--- config.mk ---
export PLATFORM = sky130hd
export DESIGN_NAME = mem_access_unit
export DESIGN_NICKNAME = d
export VERILOG_FILES = /design/src/rtl/mem_access_unit.sv
export SDC_FILE = /design/constraint.sdc
export NUM_CORES = 1
export LEC_CHECK = 0
export CELL_PAD_IN_SITES_DETAIL_PLACEMENT = 1
export CELL_PAD_IN_SITES_GLOBAL_PLACEMENT = 1
export CORE_ASPECT_RATIO = 1.5
export CORE_UTILIZATION = 36
export DETAILED_ROUTE_END_ITERATION = 16
export HOLD_SLACK_MARGIN = 0.12
export PLACE_DENSITY = 0.94
export SYNTH_ARGS = -nofsm -noshare
export SYNTH_HDL_FRONTEND = slang
export SYNTH_SLANG_ARGS = --single-unit
--- constraint.sdc ---
create_clock -name clk -period 4.7 [get_ports clk]
set_clock_uncertainty 0.05 [all_clocks]
set_input_delay 0.705 -clock clk [delete_from_list [all_inputs] [get_ports clk]]
set_output_delay 0.705 -clock clk [all_outputs]
set_load 0.005 [all_outputs]
--- src/rtl/mem_access_unit.sv ---
// -----------------------------------------------------------------------------
// mem_access_unit
//   MEM-stage load/store sequencer. Turns a LOAD/STORE held in the MEM stage
//   into one req/ack data-memory transaction. It stalls upstream while the
//   access is in flight and returns aligned, extended load data to write-back.
//   Misaligned accesses, illegal func3 values and bus timeouts are reported.
//   All state updates on the falling edge of clk.
//
// Ports
//   clk         in   clock (falling edge active)
//   reset       in   asynchronous, active-low reset
//   opcode      in   [6:0]  MEM-stage opcode
//   func3       in   [2:0]  MEM-stage func3
//   valid       in          MEM-stage instruction valid
//   addr        in   [31:0] effective byte address
//   store_data  in   [31:0] rs2 value
//   mem_req     out         bus request, held until ack or timeout
//   mem_we      out         1 = write
//   mem_addr    out  [31:0] word-aligned address
//   mem_wdata   out  [31:0] lane-replicated store data
//   mem_wstrb   out  [3:0]  byte enables (0 for loads)
//   mem_ack     in          single-cycle bus completion
//   mem_rdata   in   [31:0] read word, valid with mem_ack
//   load_data   out  [31:0] extended load result
//   done        out         one-cycle completion pulse
//   stall       out         freeze upstream stages
//   fault       out         one-cycle fault pulse
//   fault_code  out  [1:0]  1 misaligned, 2 illegal func3, 3 bus timeout
// -----------------------------------------------------------------------------
module mem_access_unit #(
  parameter int unsigned TIMEOUT = 15
) (
  input  logic        clk,
  input  logic        reset,
  input  logic [6:0]  opcode,
  input  logic [2:0]  func3,
  input  logic        valid,
  input  logic [31:0] addr,
  input  logic [31:0] store_data,
  output logic        mem_req,
  output logic        mem_we,
  output logic [31:0] mem_addr,
  output logic [31:0] mem_wdata,
  output logic [3:0]  mem_wstrb,
  input  logic        mem_ack,
  input  logic [31:0] mem_rdata,
  output logic [31:0] load_data,
  output logic        done,
  output logic        stall,
  output logic        fault,
  output logic [1:0]  fault_code
);

  localparam logic [6:0] OP_LOAD  = 7'b0000011;
  localparam logic [6:0] OP_STORE = 7'b0100011;
  localparam logic [7:0] CNT_LAST = 8'(TIMEOUT - 1);

  typedef enum logic [1:0] {
    S_IDLE,
    S_ACCESS,
    S_DONE,
    S_FAULT
  } state_t;

  state_t      state_q, state_d;
  logic        mem_req_q, mem_req_d;
  logic        mem_we_q, mem_we_d;
  logic [31:0] mem_addr_q, mem_addr_d;
  logic [31:0] mem_wdata_q, mem_wdata_d;
  logic [3:0]  mem_wstrb_q, mem_wstrb_d;
  logic [31:0] load_data_q, load_data_d;
  logic [1:0]  fault_code_q, fault_code_d;
  logic [7:0]  cnt_q, cnt_d;
  // Load format and byte lane are captured at request time so the
  // extension at ack does not depend on upstream holding its inputs.
  logic [2:0]  ld_func3_q, ld_func3_d;
  logic [1:0]  lane_q, lane_d;

  // ---------------------------------------------------------------------------
  // Decode of the MEM-stage instruction
  // ---------------------------------------------------------------------------
  logic        is_load, is_store, mem_op, legal, misaligned;
  logic [31:0] st_wdata;
  logic [3:0]  st_wstrb;

  always_comb begin
    is_load  = (opcode == OP_LOAD);
    is_store = (opcode == OP_STORE);
    mem_op   = valid && (is_load || is_store);

    legal = 1'b0;
    if (is_load) begin
      case (func3)
        3'b000, 3'b001, 3'b010, 3'b100, 3'b101: legal = 1'b1;
        default:                                legal = 1'b0;
      endcase
    end else if (is_store) begin
      legal = (func3 == 3'b000) || (func3 == 3'b001) || (func3 == 3'b010);
    end

    // func3[1:0] encodes the access size for every legal encoding.
    misaligned = ((func3[1:0] == 2'b01) && addr[0]) ||
                 ((func3[1:0] == 2'b10) && (addr[1:0] != 2'b00));

    case (func3[1:0])
      2'b00: begin
        st_wdata = {4{store_data[7:0]}};
        st_wstrb = 4'b0001 << addr[1:0];
      end
      2'b01: begin
        st_wdata = {2{store_data[15:0]}};
        st_wstrb = 4'b0011 << addr[1:0];
      end
      default: begin
        st_wdata = store_data;
        st_wstrb = 4'b1111;
      end
    endcase
  end

  // ---------------------------------------------------------------------------
  // Load lane extraction and extension
  // ---------------------------------------------------------------------------
  logic [31:0] rd_shifted, ld_ext;

  always_comb begin
    rd_shifted = mem_rdata >> {lane_q, 3'b000};
    case (ld_func3_q)
      3'b000:  ld_ext = {{24{rd_shifted[7]}}, rd_shifted[7:0]};
      3'b001:  ld_ext = {{16{rd_shifted[15]}}, rd_shifted[15:0]};
      3'b100:  ld_ext = {24'h0, rd_shifted[7:0]};
      3'b101:  ld_ext = {16'h0, rd_shifted[15:0]};
      default: ld_ext = rd_shifted;
    endcase
  end

  // ---------------------------------------------------------------------------
  // State register
  // ---------------------------------------------------------------------------
  always_ff @(negedge clk or negedge reset) begin
    if (!reset) begin
      state_q      <= S_IDLE;
      mem_req_q    <= 1'b0;
      mem_we_q     <= 1'b0;
      mem_addr_q   <= 32'h0;
      mem_wdata_q  <= 32'h0;
      mem_wstrb_q  <= 4'h0;
      load_data_q  <= 32'h0;
      fault_code_q <= 2'h0;
      cnt_q        <= 8'h0;
      ld_func3_q   <= 3'h0;
      lane_q       <= 2'h0;
    end else begin
      state_q      <= state_d;
      mem_req_q    <= mem_req_d;
      mem_we_q     <= mem_we_d;
      mem_addr_q   <= mem_addr_d;
      mem_wdata_q  <= mem_wdata_d;
      mem_wstrb_q  <= mem_wstrb_d;
      load_data_q  <= load_data_d;
      fault_code_q <= fault_code_d;
      cnt_q        <= cnt_d;
      ld_func3_q   <= ld_func3_d;
      lane_q       <= lane_d;
    end
  end

  // ---------------------------------------------------------------------------
  // Next-state logic
  // ---------------------------------------------------------------------------
  always_comb begin
    state_d      = state_q;
    mem_req_d    = mem_req_q;
    mem_we_d     = mem_we_q;
    mem_addr_d   = mem_addr_q;
    mem_wdata_d  = mem_wdata_q;
    mem_wstrb_d  = mem_wstrb_q;
    load_data_d  = load_data_q;
    fault_code_d = fault_code_q;
    cnt_d        = cnt_q;
    ld_func3_d   = ld_func3_q;
    lane_d       = lane_q;

    case (state_q)
      S_IDLE: begin
        cnt_d = 8'h0;
        if (mem_op) begin
          // Illegal func3 takes priority: its size bits are meaningless.
          if (!legal) begin
            state_d      = S_FAULT;
            fault_code_d = 2'd2;
          end else if (misaligned) begin
            state_d      = S_FAULT;
            fault_code_d = 2'd1;
          end else begin
            state_d     = S_ACCESS;
            mem_req_d   = 1'b1;
            mem_we_d    = is_store;
            mem_addr_d  = {addr[31:2], 2'b00};
            mem_wdata_d = st_wdata;
            mem_wstrb_d = is_store ? st_wstrb : 4'h0;
            ld_func3_d  = func3;
            lane_d      = addr[1:0];
          end
        end
      end
      S_ACCESS: begin
        // An ack arriving on the last allowed cycle still completes.
        if (mem_ack) begin
          state_d   = S_DONE;
          mem_req_d = 1'b0;
          mem_we_d  = 1'b0;
          cnt_d     = 8'h0;
          if (!mem_we_q) begin
            load_data_d = ld_ext;
          end
        end else if (cnt_q == CNT_LAST) begin
          state_d      = S_FAULT;
          fault_code_d = 2'd3;
          mem_req_d    = 1'b0;
          mem_we_d     = 1'b0;
          cnt_d        = 8'h0;
        end else begin
          cnt_d = cnt_q + 8'd1;
        end
      end
      S_DONE: begin
        state_d = S_IDLE;
      end
      S_FAULT: begin
        state_d      = S_IDLE;
        fault_code_d = 2'd0;
      end
      default: begin
        state_d = S_IDLE;
      end
    endcase
  end

  // ---------------------------------------------------------------------------
  // Outputs
  // ---------------------------------------------------------------------------
  assign mem_req    = mem_req_q;
  assign mem_we     = mem_we_q;
  assign mem_addr   = mem_addr_q;
  assign mem_wdata  = mem_wdata_q;
  assign mem_wstrb  = mem_wstrb_q;
  assign load_data  = load_data_q;
  assign fault_code = fault_code_q;
  assign done       = (state_q == S_DONE);
  assign fault      = (state_q == S_FAULT);
  assign stall      = ((state_q == S_IDLE) && mem_op) || (state_q == S_ACCESS);

endmodule

# After elaboration in Yosys (flattened, before gate mapping)

Cells that the tools add are included.

Word-level logic and storage cells: 93
Bits in registers: 117
Output and inout bits: 107

Multiplexer cells: 31
Bitwise logic cells: 2
Shift-type cells: 3
Reduce and logical (&&, ||, !) cells: 23
Eq/ne operators: 22
Add/subtract/negate cells: 1

Operator list:

| kind                                           | number |
|---|---|
| case mux 32 bit (4 select lines)               | 1 |
| case mux 32 bit (2 select lines)               | 1 |
| >> shifter 32 x 5 -> 32 bit                    | 1 |
| two-way mux 2 bit                              | 9 |
| two-way mux 8 bit                              | 2 |
| case mux 8 bit (2 select lines)                | 1 |
| == test 3 bit (second input constant)          | 4 |
| case mux 2 bit (3 select lines)                | 2 |
| two-way mux 1 bit                              | 11 |
| inequality test 2 bit (second input constant)  | 5 |
| AND reduction 5 bit                            | 2 |
| adder 8 x 1 -> 8 bit (second input constant)   | 1 |
| == test 8 x 4 -> 1 bit (second input constant) | 1 |
| case mux 4 bit (2 select lines)                | 1 |
| == test 7 x 2 -> 1 bit (second input constant) | 1 |
| == test 7 x 6 -> 1 bit (second input constant) | 1 |
| == test 2 bit (second input constant)          | 3 |
| == test 3 x 1 -> 1 bit (second input constant) | 2 |
| logical NOT 3 bit                              | 2 |
| inequality test 3 bit (second input constant)  | 2 |
| logical OR 1 bit                               | 5 |
| OR reduction 5 bit                             | 1 |
| == test 2 x 1 -> 1 bit (second input constant) | 2 |
| logical AND 1 bit                              | 4 |
| other kinds (13)                               | 17 |

# Depth between registers and ports, before layout

Gate-level depths: netlist of run 1.

Depth in word-level cells: 8
Gate-level depth with buffers: 9

==> results of run 1 <==
registers in the layout, summed over array words and instances, names as in the netlist:
| name | count |
|---|---|
| mem_req | 1 |
| mem_addr | 30 |
| cnt_q | 8 |
| load_data | 32 |
| fault_code | 2 |
| mem_wdata | 32 |
| ld_func3_q | 3 |
| mem_wstrb | 4 |
| state_q | 2 |
| mem_we | 1 |
| lane_q | 2 |
routing by layer:
layer  part of all wire [%]  track usage (%)  up-vias
li1                       -                -     2327
met1                     35             27.0     2633
met3                    5.0             6.12       61
met4                    4.5             12.9        0
met2                     56             52.2      205
met5                      0                0        -
cell usage in the layout, fill, tap and decap left out, types with 3 or more instances in the layout:
cell type          n
a211oi_1           7
a21oi_1           38
a22o_1             4
a22oi_1            9
buf_12             7
buf_4             38
clkbuf_16         17
clkdlybuf4s50_1  207
clkinv_2           5
clkinv_4           3
clkinvlp_4         3
dfrtn_1          117
dlymetal6s2s_1     3
ha_1               4
inv_1              7
mux2_1            42
mux2_2            13
mux2i_1           43
nand2_1           44
nand3_1            4
nor2_1            28
nor2b_1            9
nor3_1            10
o21ai_0            7
o21ai_1           45
o2bb2ai_1          7
o31a_1             3
xnor2_1            3
through the flow:
stage	power, mW	setup slack (ns)
2_1_floorplan	1.79	0.191
3_3_place_gp	2.45	-0.311
3_5_place_dp	2.54	-0.396
4_1_cts	3.85	0.00143
5_1_grt	4.01	-0.0179
6_report	3.83	0.0260
worst paths after layout:
| kind | slack [ns] | startpoint | to | cells after the start |
|---|---|---|---|---|
| max | 0.03 | func3[2] | mem_addr[21] | 5 |
| min | 0.38 | fault_code[0] | fault_code[0] | 1 |
| max reg2reg | 2.42 | lane_q[0] | load_data[16] | 6 |
| min reg2reg | 0.38 | fault_code[0] | fault_code[0] | 1 |
| max in group asynchronous | 1.49 | reset | mem_addr[16] | 2 |
| min in group asynchronous | 2.45 | reset | load_data[21] | 1 |
worst max-delay path, cell delays in order:
cell and delay [ns]:
clkdlybuf4s50_1 0.56, a221oi_4 0.40, o2111ai_4 0.24, buf_12 0.23, mux2_1 0.35
area by class of cell:
type                       count  area (sq um)
antenna                        2          5.00
clock buffer                  19           443
clock inverter                13           134
fill                        1573          6300
inverter                       8          30.0
multi-input combinational    355          2540
sequential                   117          2930
tap                          199           249
timing repair buffer         259          2570
power groups by stage:
stage | Combinational [mW] | Clock [mW] | Sequential (mW)
detailed placement | 1.18 | 0 | 1.36
CTS | 1.21 | 1.29 | 1.34
finish | 1.22 | 1.27 | 1.34
global route | 1.31 | 1.33 | 1.36
floorplan | 0.446 | 0 | 1.34
global placement | 1.11 | 0 | 1.34
kinds of logic after synthesis:
group,Yosys count
muxes,98
xor gates and xnor gates,3
and+or+nand+nor,111
buffers and inverters,46
other,1
DFF,117
AOI/OAI and AO/OA,135
adders and majority gates,6
what timing repair did:
action | CTS | global route
cloned | 0 | 0
pin swaps | 0 | 1
setup endpoints to repair | 7 | 59
buffers inserted | 2 | 1
gates resized for setup | 5 | 8
==> summary.md, run 1 <==
| Metric | Value |
|---|---|
| Design Area, Final | `around 9000 sq um` |
| First-pass GRT wire length | `approximately 34 mm` |
| DRT Pass-1 Iters | `5` |
| Post-Synthesis Cells | `a little over 500` |
| Synth Flop Type | `dfrtn_1` |
| Core area | `about 15000 sq um` |
| Die ar. | `roughly 16000 sq um` |
| Seq pwr share | `between 30% and 40%` |
| Initial DRC Count | `about 260` |
| Avg WL per Cell | `approximately 22 microns` |
| Worst-Skew Late Latency | `between 0.3 and 0.4 ns` |
| NumNets Final | `around 870` |
| Warnings, synthesis | `0` |
| Final core utilization | `around three fifths` |
| CTS Hold Bufs | `0` |
| Die Y | `155 microns` |
| WL final | `21.3 mm` |
| Clock power share | `33.3%` |
| Die X | `between 100 and 150 microns` |
| Worst-path clk slew | `0.04 ns` |
| Max-slew violation count | `0` |
| Leak | `just under 4 nW` |
| Crit end category | `register` |
| Initial Util | `between 30% and 40%` |
| Largest area contributor in the netlist | `dfrtn_1` |
| Top Ports | `217` |
| Status | `complete, no violations` |
| Placed Area | `between 8000 and 9000 sq um` |
| Port Buffers | `roughly 210` |
| Post-Synth Adder-Cell Area | `between 1 and 1.5%` |
| Final setup viols | `0` |
| Routability cong. | `0.865` |
| #FFs+latches synth | `around 120` |
| Area Overhead vs Synth | `58.2%` |
| Cell Pwr Density | `around 430 nW/um^2` |
| Clock buffer depth | `2` |
| Most numerous cell in the Yosys netlist | `dfrtn_1` |
| Post-synth top area share | `52.0%` |
| Sequential share of the synthesized area | `between 50% and 60%` |
| DRC errors left | `0` |
| Largest net degree at the start of global routing | `47` |
| Worst setup SP type | `primary input` |
| Largest family of logic cells by synthesized area | `multiplexers` |
| Vias per cell | `5.38` |
| TNS Setup | `0 ns` |
| Worst endpoint required time | `~2.5 ns` |
| Worst-Margin Slew | `0.931 ns` |
| Post-synthesis mux area share | `roughly a fifth` |
| CTS tree | `done` |
| Site Rows | `55` |
| WHS | `0.385 ns` |
| TritonCTS buffer count | `17` |
| Synth Area in Compound Gates | `between 10 and 15%` |
| Async SR Flop Fraction | `100%` |
| Post-synth EDFFs | `0` |
| Via count | `5226` |
| Root buffer cell | `clkbuf_16` |
| Switching power | `around 1.1 mW` |
| Hpwl dp | `about 16 mm` |
| Comb pwr share | `31.8%` |
| Distinct cells, synth | `just over 50` |
| Total Routing Usage GR | `between 20% and 30%` |
| Gr ovfl total | `0` |
| Post-Syn Area per Cell | `around 11 sq um` |
| Post-Synth XOR/XNOR Area | `less than 1%` |
| Slew HR | `a little under two fifths` |
| Final ANT Viol Nets | `0` |
| Fin cells | `972` |
| Layout cells sized above 1 | `13.1%` |
| Number of instances in the placed design | `between 900 and 1000` |
| MaxCap Viol Count | `0` |
| CP arrival | `~2.5 ns` |
| Hold Path Class | `reg -> reg` |
| Synth cell count leaders | `117 x dfrtn_1, 45 x o21ai_1, 44 x nand2_1` |
| Switch share | `between 20 and 30%` |
| Final hold vios | `0` |
| Top cells by area, synth | `dfrtn_1 52%, mux2_1 8.4%, mux2i_1 7.6%` |
| Worst-path maximum fanout | `21` |
| Vias in the first global route | `between 6000 and 7000` |
| Type of the worst setup path | `in -> reg` |
| Synthesized cell area | `5630 sq um` |
| H-tree levels | `4` |
| Initial antenna violation count | `2` |
| Pint | `between 2 and 3 mW` |
| Worst vdd ir | `between 0.2 and 0.25 mV` |
| Post-synthesis simple-gate area fraction | `9.20%` |
| Clock sink count | `about 120` |
Note: power is estimated with default switching activity, not from simulation.
==> run 2: changes to the inputs <==
--- a/config.mk
+++ b/config.mk
@@ -8,10 +8,11 @@
 export CELL_PAD_IN_SITES_DETAIL_PLACEMENT = 1
 export CELL_PAD_IN_SITES_GLOBAL_PLACEMENT = 1
 export CORE_ASPECT_RATIO = 1.5
-export CORE_UTILIZATION = 36
+export CORE_UTILIZATION = 37
+export CTS_BUF_LIST = sky130_fd_sc_hd__clkbuf_4 sky130_fd_sc_hd__clkbuf_8
 export DETAILED_ROUTE_END_ITERATION = 16
 export HOLD_SLACK_MARGIN = 0.12
-export PLACE_DENSITY = 0.94
+export PLACE_DENSITY = 0.95
 export SYNTH_ARGS = -nofsm -noshare
 export SYNTH_HDL_FRONTEND = slang
 export SYNTH_SLANG_ARGS = --single-unit
==> run 2 against run 1 <==
Sequential cell count unchanged. Critical path type unchanged. Via count decreased by 2.8%. Worst hold slack improved by 0.0064 ns. Largest power group unchanged. Die area decreased by 2.7%. Critical endpoint is now load_data[30].
==> summary.md, run 2 (synthesis gave the netlist of run 1 again) <==
| Metric | Value |
|---|---|
| Clock sink count | `117 (unchanged)` |
| R2R depth | `4 (-2)` |
| Pint | `2.41 mW (-10%)` |
| Area Overhead vs Synth | `53.6%` |
| TritonCTS buffer count | `17 (unchanged)` |
| Clock buffer depth | `2 (unchanged)` |
| DRC errors left | `0 (unchanged)` |
| Port Buffers | `214 (unchanged)` |
| Status | `complete, no violations` |
| Comb pwr share | `33.8% (+2.0 points)` |
| CTS tree | `done` |
| Place WS | `-0.355 ns (+0.0403 ns)` |
| Fin cells | `964 (-0.82%)` |
| Worst r2r src | `lane_q[1]` |
| Avg WL per Cell | `20.6 microns (-6.0%)` |
| Die ar. | `15700 sq um (-2.7%)` |
| WL final | `19.8 mm (-6.8%)` |
| Worst vdd ir | `0.185 mV (-16%)` |
| RSZ-0062 raised after global routing | `no` |
| Die X | `103 microns (-1.3%)` |
| Antenna Cells | `0 (-2)` |
| Fill count | `1621 (+3.1%)` |
| Vias per cell | `5.27 (-2.0%)` |
| Hold path cells | `1 (unchanged)` |
| Top Ports | `217 (unchanged)` |
| Slowest cell delay on critical path | `0.87 ns (+0.31 ns)` |
| Die Y | `153 microns (-1.3%)` |
| Most frequent cells in the layout | `210 x clkdlybuf4s50_1, 117 x dfrtn_1, 45 x o21ai_1` |
| Sequential cell area | `2930 sq um (unchanged)` |
| Worst setup SP type | `primary input` |
| Switching power | `1.08 mW (-5.4%)` |
| CP arrival | `2.64 ns (+0.15 ns)` |
| Layout cells sized above 1 | `12.8% (-0.34 points)` |
| First-pass GRT wire length | `30.9 mm (-8.0%)` |
| Worst-Margin Slew | `1.04 ns (+0.106 ns)` |
| Cell Pwr Density | `404 nW/um^2 (-6.0%)` |
| Worst endpoint required time | `2.70 ns (+0.19 ns)` |
| Total Routing Usage GR | `26.2% (-0.85 points)` |
| Final ANT Viol Nets | `0 (unchanged)` |
| Largest net degree at the start of global routing | `60 (+28%)` |
| Initial antenna violation count | `0 (-2)` |
| Initial DRC Count | `110 (-57%)` |
| NumNets Final | `871 (-0.34%)` |
| WHS | `0.391 ns (+0.00639 ns)` |
| Hpwl dp | `15.3 mm (-2.8%)` |
| H-tree levels | `4 (unchanged)` |
| Vias in the first global route | `5832 (-3.1%)` |
| Via count | `5078 (-2.8%)` |
| Gr ovfl total | `0 (unchanged)` |
| Number of instances in the placed design | `930 (-0.53%)` |
| Final hold vios | `0 (unchanged)` |
| Seq pwr share | `38.5% (+3.6 points)` |
| MaxCap Viol Count | `0 (unchanged)` |
| Site Rows | `54 (-1.8%)` |
| Most common cell after layout, fill and taps aside | `clkdlybuf4s50_1` |
| Worst-path clk slew | `0.05 ns (about the same)` |
| Type of the worst setup path | `in -> reg` |
| Routability cong. | `0.785 (-9.3%)` |
| Root buffer cell | `clkbuf_8` |
| Slowest cell on crit path | `nor3_1` |
| Leak | `3.75 nW (-3.5%)` |
| Hold Crit Start | `mem_addr[23]` |
| Initial Util | `38.2% (+1.2 points)` |
| Final worst slack | `0.0595 ns (+0.0335 ns)` |
| Core area | `14700 sq um (-3.2%)` |
| DRT Pass-1 Iters | `4 (-1)` |
| Clock power share | `27.7% (-5.6 points)` |
| Multi-input gate area | `2540 sq um (-0.20%)` |
| Crit end category | `register` |
| Worst-path cell chain | `clkdlybuf4s50_1 > nand3b_1 > nor3_1 > a22oi_1 > o21ai_1` |
| Hold Path Class | `reg -> reg` |
| Slew HR | `30.9% (-6.6 points)` |
| Max-slew violation count | `0 (unchanged)` |
| Final setup viols | `0 (unchanged)` |
| Worst-path maximum fanout | `8 (-62%)` |
| Crit path from | `mem_ack` |
| Worst-Skew Late Latency | `0.39 ns (about the same)` |
| Post-layout power | `3.49 mW (-8.8%)` |
| Switch share | `31.1% (+1.1 points)` |
run 2: cell count changes in the layout (fill, tap and decap cells not counted), moves of 2 or more:
cell             delta
clkbuf_8           +16
ha_2                -2
dlymetal6s2s_1      -3
ha_1                +2
diode_2             -2
clkinv_4            -2
clkbuf_4            +2
clkbuf_16          -17
clkdlybuf4s50_1     +3
buf_12              -3
run 2: power by group through the flow:
stage               Clock (mW)  Combinational (mW)  Sequential, mW
finish                   0.966                1.18            1.35
global route              1.02                1.27            1.37
CTS                      0.982                1.19            1.35
detailed placement           0                1.16            1.37
global placement             0                1.09            1.35
floorplan                    0               0.446            1.34
run 2: routing by layer:
layer | vias up | wire length, microns | track usage, %
li1 | 2309 | - | -
met1 | 2538 | 7200 | 27.1
met2 | 172 | 10900 | 48.5
met3 | 59 | 823 | 4.85
met4 | 0 | 885 | 13.0
met5 | - | 0 | 0
run 2: worst max-delay path, delay by kind of cell:
kind	cells	cell delay [ns]
AOI/OAI and AO/OA	2	0.35
buffers and inverters	1	0.51
and+or+nand+nor	2	1.07
run 2: per-stage QoR:
step	util [%]	instance area (sq um)	TNS, ns
6_report	58.7	8650	0
5_1_grt	58.7	8650	0
4_1_cts	58.6	8630	0
3_5_place_dp	55.7	8210	-25.14
3_3_place_gp	55.7	8210	-14.34
2_1_floorplan	-	5630	0
run 2: area by class of cell:
| cell class | instances | share of cell area (%) |
|---|---|---|
| flip-flops and latches | 117 | 33.9 |
| clock buffers | 19 | 2.88 |
| inverters | 8 | 0.347 |
| multi-input cells | 355 | 29.4 |
| well taps | 196 | 2.84 |
| clock inverters | 13 | 1.82 |
| repair buffers | 256 | 28.9 |
run 2: path summary, 6_finish.rpt:
check / slack (ns) / end
min in group asynchronous: 2.40 / state_q[0]
min: 0.39 / mem_addr[23]
min reg2reg: 0.39 / mem_addr[23]
max: 0.06 / load_data[30]
max in group asynchronous: 1.52 / mem_wdata[12]
max reg2reg: 2.10 / load_data[25]
run 2: what timing repair did:
item                       CTS  global route
setup endpoints to repair    3             5
gates resized for setup      4             4
hold buffers                 0             0
pin swaps                    0             0
setup buffers                2             0
